**config.mk**
```make
export PLATFORM = sky130hd
export DESIGN_NAME = md5_pad
export DESIGN_NICKNAME = d
export VERILOG_FILES = /design/src/rtl/md5_pad.sv
export SDC_FILE = /design/constraint.sdc
export NUM_CORES = 1
export LEC_CHECK = 0
export CAP_MARGIN = 10
export CORE_ASPECT_RATIO = 0.9
export CORE_UTILIZATION = 45
export DETAILED_ROUTE_END_ITERATION = 10
export GPL_TIMING_DRIVEN = 0
export PLACE_DENSITY = 0.64
export SYNTH_ARGS = -nofsm -noshare
export SYNTH_HDL_FRONTEND = slang
export SYNTH_SLANG_ARGS = --single-unit
```
**constraint.sdc**
```tcl
create_clock -name clk -period 3.3 [get_ports clk]
set_input_delay 0.33 -clock clk [delete_from_list [all_inputs] [get_ports clk]]
set_output_delay 0.33 -clock clk [all_outputs]
set_load 0.01 [all_outputs]
```
**src/rtl/md5_pad.sv**
```systemverilog
// MD5 message pre-processor: buffers message bytes, appends 0x80 / zero fill / 64-bit
// bit length, and streams each 512-bit block to md5sum as 16 little-endian words.
module md5_pad #(
    parameter int LEN_W = 32
) (
    input  logic        clk,
    input  logic        rst_n,
    input  logic [7:0]  din,
    input  logic        din_valid,
    input  logic        din_last,
    input  logic        empty_msg,
    output logic        din_ready,
    input  logic        rdy,
    output logic [31:0] msg,
    output logic        write_en,
    output logic        blk_last,
    output logic        msg_done
);

    localparam logic [2:0] ST_ACCEPT = 3'd0;
    localparam logic [2:0] ST_PAD    = 3'd1;
    localparam logic [2:0] ST_LEN    = 3'd2;
    localparam logic [2:0] ST_WAIT   = 3'd3;
    localparam logic [2:0] ST_EMIT   = 3'd4;

    logic [2:0]       state;
    logic [31:0]      buf_mem [16];
    logic [5:0]       idx;
    logic [LEN_W-1:0] count;
    logic [3:0]       emit_cnt;
    logic             marker_done;
    logic             blk_is_last;
    logic             more_pad;
    logic             live;
    logic             done_q;
    logic [63:0]      bit_len;
    logic             take;

    assign bit_len   = {{(61-LEN_W){1'b0}}, count, 3'b000};
    assign din_ready = live && (state == ST_ACCEPT);
    assign take      = din_valid && din_ready;
    assign write_en  = (state == ST_EMIT);
    assign msg       = write_en ? buf_mem[emit_cnt] : '0;
    assign blk_last  = write_en && blk_is_last;
    assign msg_done  = done_q;

    always_ff @(posedge clk or negedge rst_n) begin
        if (!rst_n) begin
            state       <= ST_ACCEPT;
            idx         <= '0;
            count       <= '0;
            emit_cnt    <= '0;
            marker_done <= 1'b0;
            blk_is_last <= 1'b0;
            more_pad    <= 1'b0;
            live        <= 1'b0;
            done_q      <= 1'b0;
            for (int unsigned i = 0; i < 16; i++) begin
                buf_mem[i] <= '0;
            end
        end else begin
            live   <= 1'b1;
            done_q <= 1'b0;
            case (state)
                ST_ACCEPT: begin
                    if (take) begin
                        buf_mem[idx[5:2]][{idx[1:0], 3'b000} +: 8] <= din;
                        idx   <= idx + 6'd1;
                        count <= count + LEN_W'(1);
                        if (idx == 6'd63) begin
                            // Full data block; a din_last here defers all padding to a new block.
                            blk_is_last <= 1'b0;
                            more_pad    <= din_last;
                            state       <= ST_WAIT;
                        end else if (din_last) begin
                            state <= ST_PAD;
                        end
                    end else if (live && empty_msg) begin
                        count <= '0;
                        state <= ST_PAD;
                    end
                end
                ST_PAD: begin
                    if (marker_done && idx == 6'd56) begin
                        state <= ST_LEN;
                    end else begin
                        buf_mem[idx[5:2]][{idx[1:0], 3'b000} +: 8] <= marker_done ? 8'h00 : 8'h80;
                        marker_done <= 1'b1;
                        idx         <= idx + 6'd1;
                        if (idx == 6'd63) begin
                            blk_is_last <= 1'b0;
                            more_pad    <= 1'b1;
                            state       <= ST_WAIT;
                        end
                    end
                end
                ST_LEN: begin
                    buf_mem[14] <= bit_len[31:0];
                    buf_mem[15] <= bit_len[63:32];
                    blk_is_last <= 1'b1;
                    more_pad    <= 1'b0;
                    state       <= ST_WAIT;
                end
                ST_WAIT: begin
                    if (rdy) begin
                        emit_cnt <= '0;
                        state    <= ST_EMIT;
                    end
                end
                ST_EMIT: begin
                    emit_cnt <= emit_cnt + 4'd1;
                    if (emit_cnt == 4'd15) begin
                        if (more_pad) begin
                            more_pad <= 1'b0;
                            state    <= ST_PAD;
                        end else if (!blk_is_last) begin
                            state <= ST_ACCEPT;
                        end else begin
                            done_q      <= 1'b1;
                            count       <= '0;
                            idx         <= '0;
                            marker_done <= 1'b0;
                            blk_is_last <= 1'b0;
                            state       <= ST_ACCEPT;
                            for (int unsigned i = 0; i < 16; i++) begin
                                buf_mem[i] <= '0;
                            end
                        end
                    end
                end
                default: state <= ST_ACCEPT;
            endcase
        end
    end

endmodule
```
==> results of run 1 <==
==> what timing repair did <==
item                                    CTS  global route
buffers inserted                         62            16
hold buffers                              1             0
endpoints found under the setup margin  395           453
pin swaps                                26             6
cloned                                    3             1
hold endpoints to repair                 85             0
resized for setup                       340            45
==> cell usage after synthesis, types with 6 or more instances <==
master	instances	area [µm²]
nand4_1	17	106
o21ai_1	72	360
o211ai_1	357	2680
clkbuf_1	241	905
nand2_1	149	559
or2_2	27	169
nor2_1	31	116
buf_1	25	93.8
mux4_2	160	3600
o21ai_0	477	2390
inv_1	11	41.3
a31oi_1	10	62.6
a31o_2	6	52.6
nand4b_1	9	78.8
dfrtp_1	562	14100
nand2b_1	6	37.5
nor2b_1	7	43.8
a32o_1	11	110
and2_1	46	288
buf_2	29	145
a22o_1	11	96.3
or2_0	16	100
nand3_1	138	691
o2bb2ai_1	18	158
and3_1	12	75.1
ha_1	7	87.6
a21oi_1	25	125
==> power groups by stage <==
| stage | Combinational (W) | Clock (W) | Sequential [W] |
|---|---|---|---|
| global route | 0.00916 | 0.00719 | 0.00808 |
| global placement | 0.00714 | 0 | 0.00810 |
| detailed placement | 0.00736 | 0 | 0.00811 |
| floorplan | 0.00463 | 0 | 0.00792 |
| finish | 0.00875 | 0.00691 | 0.00803 |
| CTS | 0.00832 | 0.00692 | 0.00799 |
==> layer usage <==
| metal | up-vias | routed length, µm | part of all wire |
|---|---|---|---|
| met5 | - | 13 | 0.00012 |
| met4 | 2 | 6240 | 0.056 |
| met3 | 314 | 13600 | 0.12 |
| met2 | 1614 | 47700 | 0.43 |
| met1 | 12900 | 43000 | 0.39 |
| li1 | 10300 | - | - |
==> layout make-up <==
cell class                      instances  area [µm²]  share of cell area
Multi-Input combinational cell       1721       13100               0.392
Buffer                                295        1730              0.0517
Sequential cell                       562       14100               0.422
Clock buffer                           89        1720              0.0516
Tap cell                              836        1050              0.0314
Inverter                               11        45.0             0.00135
Timing Repair Buffer                  137        1420              0.0424
Clock inverter                         22         251             0.00754
==> cells by family (layout without fill, tap and decap cells) <==
kind of cell / after synthesis / count (layout)
AOI/OAI and AO/OA: 1035 / 1035
DFF: 562 / 562
and+or+nand+nor: 510 / 510
buffers and inverters: 310 / 554
muxes: 165 / 165
adders and majority gates: 7 / 7
xor gates and xnor gates: 3 / 3
other: 1 / 1
==> how the worst max path moves through the flow <==
stage | from | to | depth (start not counted)
final | emit_cnt[1]$_DFFE_PN0P_ | msg[7] | 9
after global routing | emit_cnt[1]$_DFFE_PN0P_ | msg[7] | 9
after CTS | emit_cnt[0]$_DFFE_PN0P_ | msg[1] | 9
after detailed placement | emit_cnt[1]$_DFFE_PN0P_ | msg[31] | 8
after global placement | rst_n | async pin | 1
after floorplan | emit_cnt[0]$_DFFE_PN0P_ | msg[11] | 7
==> stage by stage <==
step | setup slack (ps) | TNS [ps]
after floorplan | 436 | 0
after detailed placement | -1510 | -126200
after global placement | -22980 | -
after CTS | -52.5 | -199
final | -24.1 | -49.2
after global routing | -50.7 | -173
==> run metrics, run 1 <==
Layout Skew=about 24 ps; Final setup violation count=4; Final min period=3320 ps; TritonCTS Buffers=60; Layout area overhead=18.1%; P_leak=13.4 nW; CTS Root Cell=clkbuf_16; most frequent cells in the layout=562 x dfrtp_1, 477 x o21ai_0, 357 x o211ai_1; CP startpoint kind=flop; Core Util, Final=0.541; sequential share of power=0.339; DRC viols=0; Max Clk Rate=0.301 GHz; Fillers=5362; share of layout cells above drive strength 1=0.195; WHS=between 150 and 200 ps; core region area=61700 µm²; routed vias/inst=slightly below 7; Synth Area in XOR/XNOR=0.000930; IO buf count=49; drt wl/cell=30.1 µm; violations in the final reports=setup timing; sw frac=0.390; Post-Layout Cell Count=3673; Final #Nets=2809; largest family of logic cells by synthesized area=compound AO/OA/AOI/OAI gates; reg2reg path depth=9; met1 Use GR=0.474; Most Crowded Layer GR=met2; setup slack, reg-to-reg=130 ps; P per Cell Area=slightly above 700 nW/µm²; drt total wl=111000 µm; Vert. Die Dim=240 µm; Max-cap violations=0; Primary FF master, synth=dfrtp_1; Detailed Routing Iterations Pass 1=8; Synth Warn #=0; Crit Path Class=flop to output pin; measured slew at the worst slew-check pin=1260 ps; Post-Synthesis Cell Area=roughly 28000 µm²; initial antenna violation count=4; Design Area, Final=33400 µm²; Comb pwr share=0.369; Cells after Synth=between 2000 and 3000; Cell Area, Placed=roughly 30000 µm²; Seq cells post-synth=562; Clk Latency, worst-skew pair=650 ps; net switching power figure=approximately 0.0092 W; critical path's largest stage delay=between 500 and 600 ps; Starting Density=0.458; met3 Use GR=0.106; placed cells=3486; vias in the first global route=24600; clock buffer depth=3; CP required=around 3000 ps; Post-synth EDFFs=0; Pwr Total=0.0237 W; # IOs=50; Die Wd=266 µm; fin worst setup slack=-24.1 ps; clk slew on worst S/H paths=~60 ps; total grt overflow=0; Clock Power Share=0.292; pins over their slew limit=0; Clock Sink Count=562; post-synthesis compound-gate area fraction=0.228; Syn Area/Cell=10.9 µm²; Adder-Cell Fraction of Synth Area=0.00310; met2 usage in global routing=0.504; Net Count, Synth=about 2600; Routability Congestion=~0.99; RR Startpoint=idx[0]$_DFFE_PN0P_; Cell Chain, Critical Path=buf_8 > buf_12 > buf_12 > buf_16 > buf_6 > mux4_2 > mux4_2 > and2_4 > buf_6; Site Rows=86; Fin. Hold Viols=0; crit path buf inv count=6; pin count of the biggest net entering global routing=124; RSZ-0062 raised after global routing=true; CP Max Fanout=5; critical path's slowest cell=mux4_2; Tot GR Track Use=0.350; DR vias=25100; crit path DAT=2990 ps; CP delay by family, top=multiplexers; CTS tree=built; simple logic cell fraction of the synthesized area=0.0966; die area=between 60000 and 70000 µm²; slew margin rel.=0.152; Max IR drop VDD=roughly 490 µV; worst hold-check path type=input pin to async pin; DRT antenna net count=0; number of distinct library cells after synthesis=73; status=finished, violations left; post-synthesis sequential area ratio=0.498; mux contribution to synthesized area=0.129; Internal Power=0.0144 W; Starting DRT DRC Count=3342; DP HPWL=78300 µm; kind of end point of the critical path=output pin; global-route wire length before repair=between 150000 and 200000 µm; fin crit share=1.01; n_diodes=0; share of flip-flops with an asynchronous set or reset=1.00; most common cell after layout, fill and taps aside=dfrtp_1; H-tree depth=2
Power figures use the tool's default switching activity.
==> inputs of run 2 (changes only) <==
--- a/config.mk
+++ b/config.mk
@@ -5,9 +5,10 @@
 export SDC_FILE = /design/constraint.sdc
 export NUM_CORES = 1
 export LEC_CHECK = 0
-export CAP_MARGIN = 10
+export CAP_MARGIN = 40
 export CORE_ASPECT_RATIO = 0.9
 export CORE_UTILIZATION = 45
+export CTS_BUF_LIST = sky130_fd_sc_hd__clkbuf_16
 export DETAILED_ROUTE_END_ITERATION = 10
 export GPL_TIMING_DRIVEN = 0
 export PLACE_DENSITY = 0.64
==> run 2 against run 1 <==
Compared with the run above:
- the flow still finishes with violations (setup timing)
- global-route usage down 0.32 points
- core utilization up 0.23 points
- critical path depth decreased by 2
- largest cell class unchanged
- sequential cell count unchanged
- setup slack lost 80 ps
- clock-buffer cell count fell by 30
- largest power group unchanged
- die area is the same
- hold slack improved by 7.9 ps
- clock skew is 19 ps higher
- wire length shrank 0.59%
- power shrank 2.1%
- first-iteration DRC count decreased by 3.4%
==> run metrics, run 2 (synthesis results as in run 1) <==
Layout Skew=42.3 ps (was 23.7 ps); vias in the first global route=24500 (was 24600); Clk Latency, worst-skew pair=660 ps (was 650 ps); CP required=2970 ps (about the same); pin count of the biggest net entering global routing=124 (unchanged); total grt overflow=0 (unchanged); initial antenna violation count=5 (was 4); Final min period=3400 ps (was 3320 ps); status=finished, violations left (unchanged); Cell Area, Placed=30400 µm² (was 30000 µm²); DRT antenna net count=0 (unchanged); Final setup violation count=22 (was 4); Crit Path Class=flop to output pin (unchanged); Fin. Hold Viols=0 (unchanged); multi-input logic area=13100 µm² (about the same); Starting DRT DRC Count=3227 (was 3342); CTS Root Cell=clkbuf_16 (unchanged); DP HPWL=79200 µm (was 78300 µm); Design Area, Final=33500 µm² (was 33400 µm²); TritonCTS Buffers=59 (was 60); Fillers=5321 (was 5362); Site Rows=86 (unchanged); DRC viols=0 (unchanged); most frequent cells in the layout=561 x dfrtp_1, 477 x o21ai_0, 357 x o211ai_1 (was 562 x dfrtp_1, 477 x o21ai_0, 357 x o211ai_1); clk slew on worst S/H paths=60 ps (about the same); Starting Density=0.458 (unchanged); CP Max Fanout=7 (was 5); Core Util, Final=0.543 (was 0.541); P per Cell Area=692 nW/µm² (was 710 nW/µm²); Max Clk Rate=0.294 GHz (was 0.301 GHz); violations in the final reports=setup timing (unchanged); Sequential Area=14100 µm² (about the same); RSZ-0062 raised after global routing=true (unchanged); Layout area overhead=18.6% (was 18.1%); Post-Layout Cell Count=3698 (was 3673); CTS tree=built (unchanged); RR Startpoint=idx[0]$_DFFE_PN0P_ (unchanged); Max IR drop VDD=440 µV (was 491 µV); die area=63800 µm² (unchanged); IO buf count=49 (unchanged); crit path DAT=3070 ps (was 2990 ps); Routability Congestion=0.986 (unchanged); setup slack, reg-to-reg=70 ps (was 130 ps); fin worst setup slack=-104 ps (was -24.1 ps); CP startpoint kind=flop (unchanged); H-tree depth=2 (unchanged); pins over their slew limit=0 (unchanged); Clock Sink Count=562 (unchanged); Tot GR Track Use=0.347 (was 0.350); P_leak=13.5 nW (was 13.4 nW); reg2reg path depth=7 (was 9); drt total wl=110000 µm (was 111000 µm); Vert. Die Dim=240 µm (unchanged); routed vias/inst=6.81 (was 6.83); slew margin rel.=0.363 (was 0.152); DR vias=25200 (was 25100); kind of end point of the critical path=output pin (unchanged); drt wl/cell=29.7 µm (was 30.1 µm); fin crit share=1.03 (was 1.01); measured slew at the worst slew-check pin=956 ps (was 1260 ps); global-route wire length before repair=162000 µm (was 163000 µm); placed cells=3521 (was 3486); clock buffer depth=3 (unchanged); worst hold-check path type=input pin to async pin (unchanged); setup TNS=-863 ps (was -49.2 ps); Max-cap violations=0 (unchanged); most common cell after layout, fill and taps aside=dfrtp_1 (unchanged); core region area=61700 µm² (unchanged); share of layout cells above drive strength 1=0.191 (was 0.195); Final #Nets=2832 (was 2809); Setup crit start=emit_cnt[1]$_DFFE_PN0P_ (unchanged); Detailed Routing Iterations Pass 1=6 (was 8); WHS=162 ps (was 154 ps); # IOs=50 (unchanged); Die Wd=266 µm (unchanged)
## run 2: cell types whose count changed in the layout (fill, tap and decap cells not counted), moves of 4 or more
cell | previous run | this run
buf_8 | 7 | 17
buf_6 | 31 | 52
dlygate4sd2_1 | 1 | 5
buf_12 | 16 | 25
inv_1 | 10 | 25
clkbuf_8 | 15 | 3
buf_4 | 59 | 51
buf_2 | 42 | 31
clkinv_1 | 0 | 19
clkbuf_1 | 212 | 195
buf_1 | 13 | 19
## run 2: worst paths after layout
check	to
min in group clk	state[1]$_DFFE_PN0P_
max in group asynchronous	async pin
min	async pin
max	msg[15]
max reg2reg	flop
min reg2reg	flop
## run 2: final cells by class
cell class	count	area share
Sequential cell	562	0.420
Timing Repair Buffer	162	0.0569
Clock buffer	59	0.0441
Multi-Input combinational cell	1721	0.390
Buffer	294	0.0474
Antenna cell	3	0.000224
Clock inverter	50	0.00900
Tap cell	836	0.0312
Inverter	11	0.00134
## run 2: metrics by stage
stage	total power (W)	setup slack, ps
2_1_floorplan	0.0126	436
3_3_place_gp	0.0152	-22980
3_5_place_dp	0.0156	-1280
4_1_cts	0.0227	-127
5_1_grt	0.0239	-134
6_report	0.0232	-104
## run 2: worst max-delay path: stages, from the launching register on
cell and delay (ps):
dfrtp_1 380, buf_8 160, buf_12 140, buf_6 190, mux4_2 580, mux4_2 500
and2_1 170, dlygate4sd2_1 270
## run 2: routing by layer
| metal | up-vias | GRT usage | routed length (µm) |
|---|---|---|---|
| li1 | 10400 | - | - |
| met2 | 1590 | 0.508 | 46900 |
| met1 | 12900 | 0.471 | 43200 |
| met4 | 2 | 0.166 | 6390 |
| met5 | - | 0.0147 | 17 |
| met3 | 346 | 0.101 | 13300 |
## run 2: where the power goes
| group | internal (W) | total, W | switching (W) |
|---|---|---|---|
| sequential | 0.00754 | 0.00802 | 0.000480 |
| combinational | 0.00305 | 0.00879 | 0.00574 |
| clock | 0.00339 | 0.00636 | 0.00297 |
## run 2: what timing repair did
action                                  CTS  global route
resized for setup                       283            76
endpoints found under the setup margin  403           469
setup buffers                            39            25
pin swaps                                20            14
endpoints found under the hold margin    72             0
hold buffers                              1             0
gates cloned                              2             2
